**src/rtl/line_err_if.sv**
```systemverilog
// Bus between the IR sensor interface and the line-error block: one frame of eight
// readings plus line_present in, saturated position error and status flags out.
interface line_err_if;
  logic        IR_vld;
  logic        line_present;
  logic [11:0] IR_R0;
  logic [11:0] IR_R1;
  logic [11:0] IR_R2;
  logic [11:0] IR_R3;
  logic [11:0] IR_L0;
  logic [11:0] IR_L1;
  logic [11:0] IR_L2;
  logic [11:0] IR_L3;
  logic [11:0] err;
  logic        err_vld;
  logic        line_lost;
  logic        ovr;

  modport master (
    output IR_vld, line_present,
    output IR_R0, IR_R1, IR_R2, IR_R3,
    output IR_L0, IR_L1, IR_L2, IR_L3,
    input  err, err_vld, line_lost, ovr
  );

  modport slave (
    input  IR_vld, line_present,
    input  IR_R0, IR_R1, IR_R2, IR_R3,
    input  IR_L0, IR_L1, IR_L2, IR_L3,
    output err, err_vld, line_lost, ovr
  );
endinterface

```
**src/rtl/line_err.sv**
```systemverilog
// Weighted right-minus-left line-position error: one sensor pair per cycle into an
// 18-bit accumulator, then floor-divide by 16 and clamp to a 12-bit signed error.
module line_err #(
  parameter int unsigned LOST_LIMIT = 8
) (
  input  logic       clk,
  input  logic       rst,
  line_err_if.slave  bus
);

  typedef enum logic [1:0] {StIdle, StAcc, StOut} state_e;

  localparam logic [7:0] LostLimit = 8'(LOST_LIMIT);

  state_e             state_q, state_d;
  logic [1:0]         k_q, k_d;
  logic signed [17:0] acc_q, acc_d;
  logic [11:0]        r_q [4];
  logic [11:0]        r_d [4];
  logic [11:0]        l_q [4];
  logic [11:0]        l_d [4];
  logic               lp_q, lp_d;
  logic [11:0]        err_q, err_d;
  logic               err_vld_q, err_vld_d;
  logic               lost_q, lost_d;
  logic [7:0]         cnt_q, cnt_d;
  logic               ovr_q, ovr_d;

  logic [11:0]        r_sel, l_sel;
  logic signed [12:0] diff;
  logic signed [17:0] diff_ext;
  logic signed [17:0] term;
  logic signed [17:0] acc_shr;
  logic [11:0]        err_sat;
  logic [7:0]         cnt_inc;

  // Operands come only from the captured copies, never from the live bus.
  assign r_sel    = r_q[k_q];
  assign l_sel    = l_q[k_q];
  assign diff     = $signed({1'b0, r_sel}) - $signed({1'b0, l_sel});
  assign diff_ext = {{5{diff[12]}}, diff};
  assign term     = diff_ext <<< k_q;
  assign acc_shr  = acc_q >>> 4;
  assign cnt_inc  = (cnt_q == LostLimit) ? cnt_q : cnt_q + 8'd1;

  always_comb begin
    err_sat = acc_shr[11:0];
    if (acc_shr > 18'sd2047) begin
      err_sat = 12'h7FF;
    end else if (acc_shr < -18'sd2048) begin
      err_sat = 12'h800;
    end
  end

  always_comb begin
    state_d   = state_q;
    k_d       = k_q;
    acc_d     = acc_q;
    r_d       = r_q;
    l_d       = l_q;
    lp_d      = lp_q;
    err_d     = err_q;
    err_vld_d = 1'b0;
    lost_d    = lost_q;
    cnt_d     = cnt_q;
    ovr_d     = ovr_q;

    unique case (state_q)
      StIdle: begin
        if (bus.IR_vld) begin
          r_d[0]  = bus.IR_R0;
          r_d[1]  = bus.IR_R1;
          r_d[2]  = bus.IR_R2;
          r_d[3]  = bus.IR_R3;
          l_d[0]  = bus.IR_L0;
          l_d[1]  = bus.IR_L1;
          l_d[2]  = bus.IR_L2;
          l_d[3]  = bus.IR_L3;
          lp_d    = bus.line_present;
          acc_d   = '0;
          k_d     = 2'd0;
          state_d = StAcc;
        end
      end
      StAcc: begin
        if (bus.IR_vld) ovr_d = 1'b1;
        acc_d = acc_q + term;
        k_d   = k_q + 2'd1;
        if (k_q == 2'd3) state_d = StOut;
      end
      StOut: begin
        if (bus.IR_vld) ovr_d = 1'b1;
        err_vld_d = 1'b1;
        if (lp_q) begin
          err_d  = err_sat;
          cnt_d  = 8'd0;
          lost_d = 1'b0;
        end else begin
          // err deliberately holds its last value while the line is absent.
          cnt_d  = cnt_inc;
          lost_d = (cnt_inc == LostLimit);
        end
        state_d = StIdle;
      end
      default: state_d = StIdle;
    endcase
  end

  always_ff @(posedge clk or posedge rst) begin
    if (rst) begin
      state_q   <= StIdle;
      k_q       <= 2'd0;
      acc_q     <= '0;
      r_q       <= '{default: '0};
      l_q       <= '{default: '0};
      lp_q      <= 1'b0;
      err_q     <= '0;
      err_vld_q <= 1'b0;
      lost_q    <= 1'b0;
      cnt_q     <= 8'd0;
      ovr_q     <= 1'b0;
    end else begin
      state_q   <= state_d;
      k_q       <= k_d;
      acc_q     <= acc_d;
      r_q       <= r_d;
      l_q       <= l_d;
      lp_q      <= lp_d;
      err_q     <= err_d;
      err_vld_q <= err_vld_d;
      lost_q    <= lost_d;
      cnt_q     <= cnt_d;
      ovr_q     <= ovr_d;
    end
  end

  assign bus.err       = err_q;
  assign bus.err_vld   = err_vld_q;
  assign bus.line_lost = lost_q;
  assign bus.ovr       = ovr_q;

endmodule

```
**src/flat_wrapper.sv**
```systemverilog
// flat-port wrapper written by rule: the top's interface ports become plain ports
module line_err_flat 
#(
  parameter int unsigned LOST_LIMIT = 8
)
  (clk, rst, bus_IR_vld, bus_line_present, bus_IR_R0, bus_IR_R1, bus_IR_R2, bus_IR_R3, bus_IR_L0, bus_IR_L1, bus_IR_L2, bus_IR_L3, bus_err, bus_err_vld, bus_line_lost, bus_ovr);
  line_err_if bus_i ();
  input  logic clk;
  input  logic rst;
  input wire logic [$bits(bus_i.IR_vld)-1:0] bus_IR_vld;
  input wire logic [$bits(bus_i.line_present)-1:0] bus_line_present;
  input wire logic [$bits(bus_i.IR_R0)-1:0] bus_IR_R0;
  input wire logic [$bits(bus_i.IR_R1)-1:0] bus_IR_R1;
  input wire logic [$bits(bus_i.IR_R2)-1:0] bus_IR_R2;
  input wire logic [$bits(bus_i.IR_R3)-1:0] bus_IR_R3;
  input wire logic [$bits(bus_i.IR_L0)-1:0] bus_IR_L0;
  input wire logic [$bits(bus_i.IR_L1)-1:0] bus_IR_L1;
  input wire logic [$bits(bus_i.IR_L2)-1:0] bus_IR_L2;
  input wire logic [$bits(bus_i.IR_L3)-1:0] bus_IR_L3;
  output wire logic [$bits(bus_i.err)-1:0] bus_err;
  output wire logic [$bits(bus_i.err_vld)-1:0] bus_err_vld;
  output wire logic [$bits(bus_i.line_lost)-1:0] bus_line_lost;
  output wire logic [$bits(bus_i.ovr)-1:0] bus_ovr;
  assign bus_i.IR_vld = bus_IR_vld;
  assign bus_i.line_present = bus_line_present;
  assign bus_i.IR_R0 = bus_IR_R0;
  assign bus_i.IR_R1 = bus_IR_R1;
  assign bus_i.IR_R2 = bus_IR_R2;
  assign bus_i.IR_R3 = bus_IR_R3;
  assign bus_i.IR_L0 = bus_IR_L0;
  assign bus_i.IR_L1 = bus_IR_L1;
  assign bus_i.IR_L2 = bus_IR_L2;
  assign bus_i.IR_L3 = bus_IR_L3;
  assign bus_err = bus_i.err;
  assign bus_err_vld = bus_i.err_vld;
  assign bus_line_lost = bus_i.line_lost;
  assign bus_ovr = bus_i.ovr;
  line_err #(.LOST_LIMIT(LOST_LIMIT)) u_core (.clk(clk), .rst(rst), .bus(bus_i));
endmodule
```
**config.mk**
```make
export PLATFORM = sky130hd
export DESIGN_NAME = line_err_flat
export DESIGN_NICKNAME = d
export VERILOG_FILES = /design/src/rtl/line_err_if.sv /design/src/rtl/line_err.sv /design/src/flat_wrapper.sv
export SDC_FILE = /design/constraint.sdc
export NUM_CORES = 1
export LEC_CHECK = 0
export CAP_MARGIN = 0
export CORE_AREA = 2 2 136 138
export DETAILED_ROUTE_END_ITERATION = 10
export DIE_AREA = 0 0 138 140
export PLACE_DENSITY = 0.67
export REMOVE_ABC_BUFFERS = 1
export SLEW_MARGIN = 10
export SYNTH_ARGS = -nofsm -noshare
export SYNTH_HDL_FRONTEND = slang
export SYNTH_SLANG_ARGS = --single-unit
```
**constraint.sdc**
```tcl
create_clock -name clk -period 6.1 [get_ports clk]
set_input_delay 0.61 -clock clk [delete_from_list [all_inputs] [get_ports clk]]
set_output_delay 0.61 -clock clk [all_outputs]
set_load 0.005 [all_outputs]
```
Yosys cells after proc, flatten, opt, wreduce, memory -nomap -nowiden
Index checks and enable logic that the tools add are counted.
{"block": "classes", "addsub": 4, "n_mul": 0, "div": 0, "magnitude_cmp": 3, "n_eq_ne": 7, "shifts": 1, "muxes": 19, "n_bitwise": 1, "n_reduce_logical": 8}
{"op": "two-way mux 12 bit", "count": 6}
{"op": "binary-select mux 12 bit (select 2 bit)", "count": 2}
{"op": "case mux 18 bit (2 select lines)", "count": 1}
{"op": "adder 18 bit", "count": 1}
{"op": "two-way mux 18 bit", "count": 1}
{"op": "<<< shifter 13 x 2 -> 18 bit", "count": 1}
{"op": "equality test 8 x 4 -> 1 bit (second input constant)", "count": 2}
{"op": "two-way mux 8 bit", "count": 2}
{"op": "greater-than comparator 14 x 12 -> 1 bit (second input constant)", "count": 1}
{"op": "< comparator 14 x 12 -> 1 bit (second input constant)", "count": 1}
{"op": "subtractor 12 x 12 -> 13 bit", "count": 1}
{"op": "AND reduction 2 bit", "count": 5}
{"op": "adder 8 x 1 -> 8 bit (second input constant)", "count": 1}
{"op": "case mux 2 bit (2 select lines)", "count": 2}
{"op": "two-way mux 2 bit", "count": 3}
{"op": "equality test 2 bit (second input constant)", "count": 2}
{"op": "greater-or-equal comparator 3 bit (second input constant)", "count": 1}
{"op": "inverter 2 -> 3 bit", "count": 1}
{"op": "adder 2 x 1 -> 2 bit (second input constant)", "count": 1}
{"op": "equality test 2 x 1 -> 1 bit (second input constant)", "count": 1}
{"op": "logical NOT 2 bit", "count": 1}
{"op": "two-way mux 1 bit", "count": 2}
{"op": "inequality test 2 x 1 -> 1 bit (second input constant)", "count": 1}
{"op": "inequality test 2 bit (second input constant)", "count": 1}
{"op": "2 further kinds", "count": 2}
{"block": "word_totals", "reg_bits": 142, "latchBits": 0, "ram_bits": 0, "rom_bits": 0, "inputBits": 100, "out_inout_bits": 15, "word_cells": 60, "memories": 0}

Depth between registers and ports, before layout
{"block": "logic_depth", "depth_word": 8, "mapped_depth": 22, "ltp_nobuf": 19}

Least setup slack after synthesis
No wires, ideal clock.
{"block": "synth_timing", "path_kind": "register to register", "start": "register u_core.k_q[0]", "end": "register u_core.acc_q[17]", "setup_time_ns": 0.132, "t_arrival_ns": 4.514, "required_time_ns": 5.968, "path_slack_ns": 1.454, "stages_incl_launch_ff": 20, "path_buffers": 1, "synth_period_minus_slack_ns": 4.646, "cell_sequence": "dfrtp_1 buf_1 mux4_2 ha_1 fa_1 nor2b_4 o31ai_4 a21oi_2 a41oi_2 xnor2_1 mux2_2 a21o_1 ha_1 o21a_1 and3_1 o21ai_0 nand2_1 a21oi_1 mux2i_1 o211ai_1"}
{"block": "synth_between", "elab_chain_len": 8, "word_cells_on_any_way": 11, "cone_classes": "add/sub (2); shift (1); mux (7); bitwise (1)"}
{"item": "from (decl)", "line_no": "line_err.sv:16", "source": "logic [1:0] k_q, k_d;"}
{"item": "from (signal assigned)", "line_no": "line_err.sv:124", "source": "k_q <= k_d;"}
{"item": "inverter 2 -> 3 bit (not written as such)", "line_no": "line_err.sv:38, line_err.sv:39"}
{"item": "binary-select mux 12 bit (select 2 bit) (on tied branches)", "line_no": "line_err.sv:38, line_err.sv:39"}
{"item": "two-way mux 12 bit (on tied branches) (2 in a row)", "line_no": "line_err.sv:38, line_err.sv:39"}
{"item": "subtractor 12 x 12 -> 13 bit", "line_no": "line_err.sv:40", "source": "assign diff = $signed({1'b0, r_sel}) - $signed({1'b0, l_sel});"}
{"item": "<<< shifter 13 x 2 -> 18 bit (*)", "line_no": "line_err.sv:42", "source": "assign term = diff_ext <<< k_q;"}
{"item": "adder 18 bit (*)", "line_no": "line_err.sv:87", "source": "acc_d = acc_q + term;"}
{"item": "case mux 18 bit (2 select lines) (*)", "line_no": "line_err.sv:68", "source": "unique case (state_q)"}
{"item": "to (signal assigned)", "line_no": "line_err.sv:113", "source": "acc_q <= '0;"}
{"item": "to (signal assigned)", "line_no": "line_err.sv:125", "source": "acc_q <= acc_d;"}
{"item": "to (decl)", "line_no": "line_err.sv:17", "source": "logic signed [17:0] acc_q, acc_d;"}
Mark *: on every way between the ends. The rest lies on a longest branch, timed or not. The select of a mux whose other input is x is not followed.
A chain may end at the register's enable or synchronous reset.

Final worst setup path
Same ends and word-level chain as after synthesis.

==> impl_metrics.json <==
{
  "drive_above_1_share": 0.217,
  "synthTopCellsByCount": "142 x dfrtp_1, 99 x mux2_2, 50 x nand2_1",
  "ant_nets": 0,
  "yosys_register_bits": 142,
  "worstSkewPairLatency_ps": 430,
  "syn2layout_area_growth_pct": 24.1,
  "hpwl_mm": 12.1,
  "holdPathEnd": "u_core.bus.ovr$_DFFE_PP0P_",
  "cts_tree": "yes",
  "nFillCells": 1501,
  "post-route-period-util": 0.820,
  "syn_area_um2": 7900,
  "drt_drc_violations_left": 0,
  "synth-main-ff-cell": "dfrtp_1",
  "grt_max_degree": 80,
  "status": "complete, no violations",
  "endpoint_kind": "register",
  "clk_pin_slew_ps": 60,
  "r2r-start": "u_core.k_q[0]$_DFFE_PP0P_",
  "reg2reg_depth": 18,
  "drt_pass1_iterations": 4,
  "setup_viol": 0,
  "seq_area_frac_synth": 0.450,
  "synth_edf_count": 0,
  "grt_pass1_wl_mm": 28.0,
  "port_buffers": 114,
  "hold_viol_final": 0,
  "synth.area.top_cells": "dfrtp_1 45%, mux2_2 14%, mux4_2 6.8%",
  "r2r-end": "u_core.acc_q[17]$_DFFE_PP0P_",
  "layout.nets": 925,
  "route.vias.total": 5543,
  "setup.worst_path.class": "reg -> reg",
  "cts_buffer_depth": 2,
  "diodes": 0,
  "finClkSkew_ps": 12.1,
  "htreeDepth": 4,
  "final_cells": 1030,
  "design_area_um2": 9800,
  "core-area_um2": 17800,
  "finalSetupTns_ps": 0,
  "post_cts_buffers": 0,
  "r2r_slack_ps": 1100,
  "cts_hold_buffers": 0,
  "slew_headroom": 0.346,
  "die_area_um2": 19300,
  "placed_cell_area_um2": 9250,
  "dr.first_iter.drc_count": 190,
  "std_cell_rows": 49,
  "syn_inst": 681,
  "slew_violations": 0,
  "dieWidth_um": 138,
  "grt_pass1_vias": 5680,
  "period_needed_ps": 5000,
  "netlist.area_leader.share": 0.450,
  "crit_path_max_fanout": 23,
  "place.gp.congestion": 0.918,
  "dp.cells": 998,
  "ys_types": 64,
  "antenna_found_initial": 0,
  "wl_per_cell_um": 15.9,
  "holdPathStages": 1,
  "hold_path.class": "reg -> reg",
  "cts_root_buf": "clkbuf_16",
  "async_flop_share": 1.00,
  "cp-start-kind": "register",
  "grtUsageTotal": 0.178,
  "num_io_pins": 115,
  "cts_sinks": 142,
  "drv_cap": 0,
  "cts_buffers": 17,
  "synth_warnings": 0,
  "grt_setup_unrepaired": "no",
  "hp-start": "u_core.bus.ovr$_DFFE_PP0P_",
  "start_util": 0.444,
  "wl_mm": 16.4,
  "avgSynthCellArea_um2": 11.6,
  "tightestPinTransition_ps": 981,
  "detail_route.vias_per_cell": 5.38,
  "die_y_um": 140,
  "synth.largest_area_cell": "dfrtp_1",
  "synth_most_common_cell": "dfrtp_1",
  "cts_resized": 0,
  "crit_arrival_ps": 5300,
  "fmaxAchievable_ghz": 0.200,
  "grt_overflow": 0,
  "required_ps": 6400
}
-- area by class of cell --
class	count	area, um^2	area share
clock buffers	18	429	0.0438
clock inverters	14	123	0.0125
inverters	28	110	0.0112
multi-input cells	480	4120	0.420
flip-flops and latches	142	3560	0.363
well taps	229	287	0.0292
repair buffers	119	1180	0.120
-- worst max-delay path by stage --
stage	startpoint	cells after the start	to
finish	u_core.k_q[0]$_DFFE_PP0P_	18	u_core.acc_q[17]$_DFFE_PP0P_
global route	u_core.k_q[0]$_DFFE_PP0P_	17	u_core.acc_q[16]$_DFFE_PP0P_
CTS	u_core.k_q[0]$_DFFE_PP0P_	17	u_core.acc_q[16]$_DFFE_PP0P_
detailed placement	u_core.k_q[0]$_DFFE_PP0P_	18	u_core.acc_q[17]$_DFFE_PP0P_
global placement	u_core.k_q[0]$_DFFE_PP0P_	17	u_core.acc_q[16]$_DFFE_PP0P_
floorplan	u_core.k_q[0]$_DFFE_PP0P_	18	u_core.acc_q[17]$_DFFE_PP0P_
-- layout by cell type, fill, tap and decap left out, types with 7 or more instances in the layout --
| cell | n |
|---|---|
| a211oi_1 | 7 |
| a21o_1 | 10 |
| a21oi_1 | 26 |
| clkbuf_16 | 17 |
| clkdlybuf4s50_1 | 114 |
| dfrtp_1 | 140 |
| ha_1 | 35 |
| inv_1 | 26 |
| mux2_2 | 99 |
| mux2i_1 | 20 |
| mux4_2 | 24 |
| nand2_1 | 49 |
| nand2b_1 | 10 |
| nand3_1 | 10 |
| nor2_1 | 23 |
| nor3_1 | 10 |
| o21ai_0 | 48 |
| o21ai_1 | 13 |
| xnor2_1 | 9 |
| xor2_1 | 10 |
-- critical path, cell delays in order, from the launching register on --
cell	delay [ps]
dfrtp_2	810
buf_4	350
mux4_2	520
ha_1	390
o21a_1	200
o31ai_4	90
a21oi_2	240
a21oi_2	120
o31a_1	290
o211ai_1	100
mux2i_1	110
ha_1	370
a211oi_1	250
o21ai_1	100
a31oi_1	190
a21oi_1	140
a21oi_1	280
mux2i_1	220
o211ai_1	100
-- metrics by stage --
step	hold WS [ps]	util	setup WS, ps
after global routing	490	0.551	616
final	453	0.551	1100
after CTS	458	0.551	1030
after global placement	447	0.520	1150
after detailed placement	444	0.520	1050
after floorplan	451	-	639
-- routing by layer --
metal / vias up / share of wire / GRT usage
li1: 2720 / - / -
met1: 2674 / 0.47 / 0.245
met2: 129 / 0.48 / 0.286
met3: 20 / 0.040 / 0.0328
met4: 0 / 0.015 / 0.0602
met5: - / 0 / 0
-- registers in the layout, summed over array words and instances (netlist names) --
register              cells
u_core.r_q               48
u_core.state_q            2
u_core.bus.err_vld        1
u_core.lp_q               1
u_core.bus.ovr            1
u_core.cnt_q              8
u_core.bus.line_lost      1
u_core.k_q                2
u_core.acc_q             18
u_core.bus.err           12
u_core.l_q               48
-- kinds of logic after synthesis --
family | synth area share
fa+ha+maj | 0.0605
xor+xnor | 0.0211
buf+inv | 0.0303
simple gates | 0.0757
mux | 0.235
compound gates | 0.128
flops | 0.450
Power is left out: the tool's default activity adds up to more than one toggle a clock period on the data nets, which glitch-free logic cannot reach.
